--- config.mk ---
export PLATFORM = sky130hd
export DESIGN_NAME = alu_req_scheduler
export DESIGN_NICKNAME = d
export VERILOG_FILES = /design/src/rtl/alu_sched_pkg.sv /design/src/rtl/rr_arbiter.sv /design/src/rtl/alu_req_scheduler.sv
export SDC_FILE = /design/constraint.sdc
export NUM_CORES = 1
export LEC_CHECK = 0
export BUFFER_PORTS_ARGS = -buffer_cell sky130_fd_sc_hd__buf_2
export CAP_MARGIN = 20
export CORE_UTILIZATION = 25
export CTS_CLUSTER_DIAMETER = 40
export DETAILED_ROUTE_END_ITERATION = 12
export PLACE_DENSITY_LB_ADDON = 0.12
export SKIP_LAST_GASP = 1
export SLEW_MARGIN = 20
export SYNTH_ARGS = -nofsm -noshare
export SYNTH_HDL_FRONTEND = slang
export SYNTH_SLANG_ARGS = --single-unit
--- constraint.sdc ---
create_clock -name clk -period 4.2 [get_ports clk]
set_input_delay 0.84 -clock clk [delete_from_list [all_inputs] [get_ports clk]]
set_output_delay 0.84 -clock clk [all_outputs]
set_load 0.005 [all_outputs]
--- src/rtl/alu_sched_pkg.sv ---
// Shared types and helpers for the ALU request scheduler.
//  state_t      : scheduler FSM states
//  alu_flags_t  : ALU flag bundle {err,oflow,cout,g,l,e}
//  op_latency() : ALU latency for a given mode/cmd
package alu_sched_pkg;

   typedef enum logic [1:0] {IDLE, ISSUE, WAIT, RESP} state_t;

   localparam logic [3:0] CMD_MUL_INC = 4'd9;
   localparam logic [3:0] CMD_MUL_SHL = 4'd10;

   typedef struct packed {
      logic err;
      logic oflow;
      logic cout;
      logic g;
      logic l;
      logic e;
   } alu_flags_t;

   // Multiply commands only exist in arithmetic mode and take the longer latency
   function automatic int unsigned op_latency(input logic        mode,
                                              input logic [3:0]  cmd,
                                              input int unsigned lat,
                                              input int unsigned lat_mul);
      return (mode && (cmd == CMD_MUL_INC || cmd == CMD_MUL_SHL)) ? lat_mul : lat;
   endfunction

endpackage

--- src/rtl/rr_arbiter.sv ---
// Combinational round-robin arbiter.
//  req     : request vector
//  ptr     : highest-priority index this cycle
//  gnt     : one-hot grant (first set req at or after ptr, wrapping)
//  gnt_idx : binary index of the grant (0 when nothing is requested)
module rr_arbiter #(
   parameter int unsigned N     = 4,
   parameter int unsigned IDX_W = $clog2(N)
) (
   input  logic [N-1:0]     req,
   input  logic [IDX_W-1:0] ptr,
   output logic [N-1:0]     gnt,
   output logic [IDX_W-1:0] gnt_idx
);

   logic             found;
   logic [IDX_W-1:0] idx;

   // Scan N positions starting at ptr; the first hit wins
   always_comb begin
      gnt     = '0;
      gnt_idx = '0;
      found   = 1'b0;
      idx     = '0;
      for (int unsigned k = 0; k < N; k++) begin
         idx = IDX_W'((32'(ptr) + k) % N);
         if (!found && req[idx]) begin
            found      = 1'b1;
            gnt[idx]   = 1'b1;
            gnt_idx    = idx;
         end
      end
   end

endmodule

--- src/rtl/alu_req_scheduler.sv ---
// Shares one ALU among N requesters, one operation in flight.
//  req_*   : per-requester valid/payload, req_ready is a one-hot accept in IDLE
//  rsp_*   : captured result/flags and requester id, valid/ready handshake
//  alu_*   : latched operands/command toward the ALU, result/flags back
//  busy    : scheduler is not idle
`ifndef WIDTH
`define WIDTH 8
`endif
module alu_req_scheduler
   import alu_sched_pkg::*;
#(
   parameter int unsigned N       = 4,
   parameter int unsigned W       = `WIDTH,
   parameter int unsigned LAT     = 1,
   parameter int unsigned LAT_MUL = 2
) (
   input  logic                   clk,
   input  logic                   rst,
   input  logic [N-1:0]           req_valid,
   output logic [N-1:0]           req_ready,
   input  logic [N-1:0]           req_mode,
   input  logic [4*N-1:0]         req_cmd,
   input  logic [N-1:0]           req_cin,
   input  logic [W*N-1:0]         req_opa,
   input  logic [W*N-1:0]         req_opb,
   output logic                   rsp_valid,
   input  logic                   rsp_ready,
   output logic [$clog2(N)-1:0]   rsp_id,
   output logic [W:0]             rsp_res,
   output logic [5:0]             rsp_flags,
   output logic                   alu_ce,
   output logic [1:0]             alu_inp_valid,
   output logic                   alu_mode,
   output logic [3:0]             alu_cmd,
   output logic                   alu_cin,
   output logic [W-1:0]           alu_opa,
   output logic [W-1:0]           alu_opb,
   input  logic [W:0]             alu_res,
   input  logic                   alu_err,
   input  logic                   alu_oflow,
   input  logic                   alu_cout,
   input  logic                   alu_g,
   input  logic                   alu_l,
   input  logic                   alu_e,
   output logic                   busy
);

   localparam int unsigned IDX_W   = $clog2(N);
   localparam int unsigned LAT_MAX = (LAT > LAT_MUL) ? LAT : LAT_MUL;
   localparam int unsigned CNT_W   = $clog2(LAT_MAX + 1);

   state_t           state_q, state_d;
   logic [IDX_W-1:0] ptr_q;
   logic [IDX_W-1:0] id_q;
   logic [CNT_W-1:0] cnt_q;
   logic [N-1:0]     gnt;
   logic [IDX_W-1:0] gnt_idx;
   logic             grant_c;
   logic             sample_c;
   alu_flags_t       flags_c;

   logic             sel_mode;
   logic [3:0]       sel_cmd;
   logic             sel_cin;
   logic [W-1:0]     sel_opa;
   logic [W-1:0]     sel_opb;

   rr_arbiter #(.N(N), .IDX_W(IDX_W)) u_arb (
      .req     (req_valid),
      .ptr     (ptr_q),
      .gnt     (gnt),
      .gnt_idx (gnt_idx)
   );

   assign grant_c  = (state_q == IDLE) && (|req_valid);
   assign sample_c = (state_q == WAIT) && (cnt_q == CNT_W'(1));
   assign flags_c  = {alu_err, alu_oflow, alu_cout, alu_g, alu_l, alu_e};

   // Accept only in IDLE; also held low while reset is asserted
   assign req_ready = (state_q == IDLE && rst) ? gnt : '0;

   // Payload mux for the granted requester
   always_comb begin
      sel_mode = 1'b0;
      sel_cmd  = '0;
      sel_cin  = 1'b0;
      sel_opa  = '0;
      sel_opb  = '0;
      for (int i = 0; i < N; i++) begin
         if (gnt[i]) begin
            sel_mode = req_mode[i];
            sel_cmd  = req_cmd[4*i +: 4];
            sel_cin  = req_cin[i];
            sel_opa  = req_opa[W*i +: W];
            sel_opb  = req_opb[W*i +: W];
         end
      end
   end

   // State register
   always_ff @(posedge clk or negedge rst) begin
      if (!rst) state_q <= IDLE;
      else      state_q <= state_d;
   end

   // Next-state logic
   always_comb begin
      state_d = state_q;
      unique case (state_q)
         IDLE:    if (|req_valid) state_d = ISSUE;
         ISSUE:   state_d = WAIT;
         WAIT:    if (cnt_q == CNT_W'(1)) state_d = RESP;
         RESP:    if (rsp_ready) state_d = IDLE;
         default: state_d = IDLE;
      endcase
   end

   // Pointer, operand latches, latency counter, response capture and
   // registered status outputs (decoded from the next state)
   always_ff @(posedge clk or negedge rst) begin
      if (!rst) begin
         ptr_q         <= '0;
         id_q          <= '0;
         cnt_q         <= '0;
         alu_ce        <= 1'b0;
         alu_inp_valid <= 2'b00;
         alu_mode      <= 1'b0;
         alu_cmd       <= '0;
         alu_cin       <= 1'b0;
         alu_opa       <= '0;
         alu_opb       <= '0;
         rsp_valid     <= 1'b0;
         rsp_id        <= '0;
         rsp_res       <= '0;
         rsp_flags     <= '0;
         busy          <= 1'b0;
      end else begin
         alu_ce        <= (state_d == ISSUE) || (state_d == WAIT);
         alu_inp_valid <= (state_d == ISSUE) ? 2'b11 : 2'b00;
         busy          <= (state_d != IDLE);
         rsp_valid     <= (state_d == RESP);

         if (grant_c) begin
            ptr_q    <= IDX_W'((32'(gnt_idx) + 32'd1) % N);
            id_q     <= gnt_idx;
            alu_mode <= sel_mode;
            alu_cmd  <= sel_cmd;
            alu_cin  <= sel_cin;
            alu_opa  <= sel_opa;
            alu_opb  <= sel_opb;
         end

         if (state_q == ISSUE)
            cnt_q <= CNT_W'(op_latency(alu_mode, alu_cmd, LAT, LAT_MUL));
         else if (state_q == WAIT)
            cnt_q <= cnt_q - CNT_W'(1);

         if (sample_c) begin
            rsp_res   <= alu_res;
            rsp_flags <= flags_c;
            rsp_id    <= id_q;
         end
      end
   end

endmodule

## Yosys cells after proc, flatten, opt, wreduce, memory -nomap -nowiden

Cells that the tools add are included.

| word-level totals | value |
|---|---|
| register bits after elaboration | 52 |
| output and inout port bits | 48 |

| operators by class | value |
|---|---|
| eq/ne operators | 9 |
| add/sub/neg operators | 5 |
| mux-type cells | 56 |
| order comparisons | 8 |
| reductions and logical operators | 20 |
| bitwise operators | 3 |

Operator list:

| operator | count |
|---|---|
| 8-bit two-way mux | 8 |
| 4-bit two-way mux | 9 |
| 2-bit two-way mux | 11 |
| 1-bit two-way mux | 19 |
| 2-bit by 3-bit < comparator with 1-bit output (second input constant) | 4 |
| 4-bit OR | 3 |
| 1-bit logical AND | 11 |
| 1-bit binary-select mux with 2-bit select | 4 |
| 1-bit demux with 2-bit select | 4 |
| 2-bit equality test (second input constant) | 4 |
| 4-bit equality test (second input constant) | 2 |
| 2-bit by 1-bit >= comparator with 1-bit output (second input constant) | 4 |
| 2-bit one-hot mux with 4 select lines | 1 |
| 2-bit by 1-bit equality test with 1-bit output (second input constant) | 3 |
| 2-bit by 1-bit adder with 2-bit output (second input constant) | 2 |
| 2-bit adder (second input constant) | 2 |
| 2-bit nonzero test | 2 |
| 4-bit OR reduction | 1 |
| 1-bit logical NOT | 3 |
| 2-bit logical NOT | 1 |
| 1-bit logical OR | 2 |
| 2-bit by 1-bit subtractor with 2-bit output (second input constant) | 1 |

## Longest topological paths before layout

| logic depth | value |
|---|---|
| depth after elaboration | 16 |
| gate-level depth with buffers | 13 |

## Modules after synthesis

Synthesis repeated with hierarchy kept, for this count alone.

| unflattened totals | value |
|---|---|
| cells, all modules | 276 |
| area total of the unflattened synthesis | 2966.6 um^2 |

By module, submodules not included:

| module | area an instance (um^2) | times used | cells each | seq. area each (um^2) |
|---|---|---|---|---|
| alu_req_scheduler | 2547.4 | 1 | 230 | 1276.2 |
| rr_arbiter | 419.2 | 1 | 46 | 0.0 |

## Worst setup path after synthesis

OpenSTA, ideal clock, no wires.

| timing path | value |
|---|---|
| path kind | reg2out |
| start | register ptr_q[0] |
| end | output port req_ready[1] |
| path buffers | 5 |
| cell stages (with the launch flop) | 13 |
| setup slack | 0.459 ns |
| required time | 3.360 ns |
| data arrival time | 2.901 ns |
| path through | dfrtp_1 > buf_4 > clkbuf_1 > inv_1 > ha_1 > clkbuf_1 > nor2_1 > a32oi_1 > a21boi_1 > or3_1 > buf_6 > buf_6 > nor2b_1 |

| between the ends | value |
|---|---|
| word-level cells in the longest chain between the ends | 13 |
| elaborated cells on any way between the ends | 48 |
| classes of those cells | add/sub (3); order compare (8); mux (24); bitwise (3); reduce/logical (10) |

RTL lines:

| element | RTL line | RTL |
|---|---|---|
| start: declaration | alu_req_scheduler.sv:53 | `logic [IDX_W-1:0] ptr_q;` |
| start signal: assignment | alu_req_scheduler.sv:144 | `ptr_q <= IDX_W'((32'(gnt_idx) + 32'd1) % N);` |
| branches (longest 11 deep; another with 2-bit by 3-bit < comparator with 1-bit output) | n/a |  |
| 4-bit two-way mux * | rr_arbiter.sv:27 | `if (!found && req[idx]) begin` |
| 4-bit two-way mux * | alu_req_scheduler.sv:80 | `assign req_ready = (state_q == IDLE && rst) ? gnt : '0;` |
| end: declaration | alu_req_scheduler.sv:20 | `output logic [N-1:0] req_ready,` |

Every way passes the cells marked *. The select of a mux whose other input is x is not followed.

## Final worst setup path

| timing path | value |
|---|---|
| start | register ptr_q[1] |
| end | output port req_ready[3] |

Same word-level chain as after synthesis.

==> metrics <==
status finished with violations; failing checks DRC; Core Rows 44; global route overflow 0; n_diodes 0; Power Dens Cells about 800 nW/um2; GRT Total Usage 16.2%; reg2reg start ptr_q[1]; Vias around 3.5k; clock tree sinks 51; P_int 2.15 mW; Pleak 2.26 nW; Die H 125 um; remaining antenna violation count after routing 0; H-tree depth 2; DRC 16; met2 WL 6060 um; worst skew pair latency 0.29 ns; Top Ports 158; Final Cycle Share 88.1%; post-DR wirelength/cell 17.9 um; R2R setup slack 1.16 ns; fillers roughly 1.5k; Syn Nets 493; Post-synth EDFFs 0; RSZ-0062 raised after global routing false; Critical Path Max Stage Delay 0.57 ns; setup bufs post-CTS 0; Final Setup Violations 0; Layout Nets 639; setup TNS 0 ns; Initial Util 25.9%; worst path cell trace inv_1 -> ha_1 -> mux4_2 -> inv_2 -> a2111oi_4 -> o2bb2ai_2 -> nor2b_1 -> buf_2; maximum buffer depth of the clock tree 2; Startpoint Class register; CP Class register to output port; hold path depth 2; routed metal-1 wirelength around 5600 um; area of the multi-input gates 2210 um2; Compound-Gate Fraction of Synth Area 28.2%; largest family of logic cells by synthesized area compound AO/OA/AOI/OAI gates; 1st-pass router iterations 9; Worst-Margin Slew 0.798 ns; Logic pwr share 65.1%; Area Overhead vs Synth 29.8%; Post-synth ARST share 100%; CP Data Required Time 3.36 ns; area share of the largest cell type after synthesis 33.6%; core area 14,700 um2; Critical Path Sink Type output port; Reg2Reg Depth 9; Max Used Layer met4; vias per inst 4.95; P_sw about 1.8 mW; CTS clk-pin slew, worst paths 0.08 ns; Die W 125 um; met3 routed WL between 700 and 800 um; Synth Area in XOR/XNOR less than 1%; initial antenna violation count 0; dpl hpwl approximately 9200 um; cells taking the most area after synthesis dfrtp_1, a221oi_2, a22oi_2, mux2_2, nor4b_1; Seq/Total Area, Yosys roughly a third; largest net degree at the start of global routing 52; Avg Cell Area, Syn 10.4 um2; cts hold-fix bufs 0; crit-path max FO 12; Setup WS post-layout 0.501 ns; Netlist cell types 57; TritonCTS clock tree yes; Final min period 3.70 ns; Sequential Power Share 22.6%; final WL 12,500 um; Synth Area in Adders approximately 5.3%; sequential cell area approximately 1300 um2; mapped cell area around 3800 um2; #FFs+latches synth 51; # resized after CTS 0; DR iter-0 viols 203; max-cap viol count 0; post-synthesis cell count 367; min-delay src id_q[1]; number of global-route vias before repair roughly 3.6k; CP Data Arrival Time 2.86 ns; Relative slew margins 46.6%; Fmax 0.270 GHz; die area 15,700 um2; GP Congestion between 0.7 and 0.8; PortBufs roughly 160; CTS Buf Count 5; global-route wire length before repair 19,900 um; ys flop type dfrtp_1; Clk network pwr share around an eighth; sw frac 45.6%; Hold Path Sink id_q[1]; HP Class register to register; Yosys warning count 0; Clock Skew approximately 0.0060 ns; pre-CTS WS between 0.4 and 0.5 ns; layout cells sized above 1 49.0%; maximum vdd drop between 0.2 and 0.25 mV; Pins Over Slew Limit 0; post-synthesis simple-gate area fraction 15.4%; final hold viol count 0; largest area contributor in the synthesized netlist dfrtp_1; Slowest cell on crit path o2bb2ai_2; multiplexer share of the synthesized area under 10%; Critical R2R Capture alu_opb[3]; clk root buf clkbuf_16
area by class of cell:
| cell class | count | area share (%) |
|---|---|---|
| timing repair buffer | 173 | 18.4 |
| clock inverter | 3 | 0.939 |
| multi-input combinational | 246 | 44.9 |
| tap | 184 | 4.67 |
| sequential | 51 | 25.9 |
| inverter | 36 | 2.74 |
| clock buffer | 5 | 2.54 |
cells in the final DEF, fill, tap and decap left out, types with 3 or more instances in the layout:
master / count
a21oi_1: 7
a221oi_2: 21
a22oi_1: 4
a22oi_2: 19
buf_2: 157
buf_4: 16
clkbuf_16: 5
dfrtp_1: 51
ha_1: 16
inv_1: 35
mux2_2: 18
mux2i_1: 7
nand2_1: 16
nand2b_1: 4
nand3b_1: 3
nor2_1: 33
nor2b_1: 5
nor3b_1: 3
nor4b_1: 23
o21ai_0: 4
o2bb2ai_1: 23
registers in the layout, summed over array words and instances, names as in the netlist:
register and count:
ptr_q 2, rsp_flags 6, alu_opb 8, alu_cin 1
alu_mode 1, rsp_res 9, rsp_valid 1, state_q 2
alu_ce 1, busy 1, alu_opa 8, rsp_id 2
cnt_q 2, alu_inp_valid 1, alu_cmd 4, id_q 2
metal layers:
| metal | track usage (%) | up-vias |
|---|---|---|
| met5 | 0 | - |
| met4 | 3.08 | 0 |
| met3 | 2.74 | 6 |
| met2 | 27.6 | 108 |
| met1 | 21.6 | 1687 |
| li1 | - | 1656 |
stage by stage:
stage | hold slack, ns | utilization (%) | total power, mW | area, um2 | cells
finish | 0.491 | 33.5 | 3.95 | 4930 | 698
global route | 0.528 | 33.5 | 4.30 | 4930 | 698
CTS | 0.491 | 33.5 | 4.03 | 4930 | 698
detailed placement | 0.471 | 32.4 | 3.53 | 4760 | 690
global placement | 0.469 | 32.4 | 3.48 | 4760 | 690
floorplan | 0.442 | - | 2.74 | 3800 | 367
cell usage after synthesis, types with 3 or more instances:
cell type  instances
clkbuf_1          15
a221oi_2          21
buf_6              3
nor2b_1            5
mux2_2            18
nor4b_1           23
mux2i_1            7
buf_4              4
nor3b_1            3
o21ai_0            4
a22oi_1            4
buf_2             10
nand3b_1           3
ha_1              16
nand2_1           16
dfrtp_1           51
a21oi_1            7
inv_1             35
nor2_1            34
o2bb2ai_1         23
a22oi_2           19
nand2b_1           4
critical path, delay by kind of cell (launching register included):
kind / cells / cell delay [ns]
adders and majority gates: 1 / 0.53
AOI/OAI and AO/OA: 2 / 0.64
DFF: 1 / 0.34
and+or+nand+nor: 1 / 0.26
buffers and inverters: 3 / 0.34
muxes: 1 / 0.45
kinds of logic (layout without fill, tap and decap cells):
logic type	Yosys count	after routing
compound gates	103	103
xor+xnor	1	1
mux	28	28
simple gates	98	98
buf+inv	70	217
fa+ha+maj	16	16
flops	51	51
power groups by stage:
stage / Clock (mW) / Sequential (mW) / Combinational [mW]
2_1_floorplan: 0 / 0.927 / 1.82
3_3_place_gp: 0 / 0.900 / 2.58
3_5_place_dp: 0 / 0.908 / 2.62
4_1_cts: 0.503 / 0.898 / 2.63
5_1_grt: 0.526 / 0.935 / 2.84
6_report: 0.484 / 0.893 / 2.57
worst max-delay path by stage:
stage,startpoint,endpoint,cells after the start
final,ptr_q[1],req_ready[3],8
after global routing,ptr_q[1],req_ready[3],8
after CTS,ptr_q[1],req_ready[3],8
after detailed placement,req_valid[3],req_ready[3],7
after global placement,req_valid[3],req_ready[3],7
after floorplan,ptr_q[0],req_ready[1],12
Note: power is estimated with default switching activity, not from simulation.
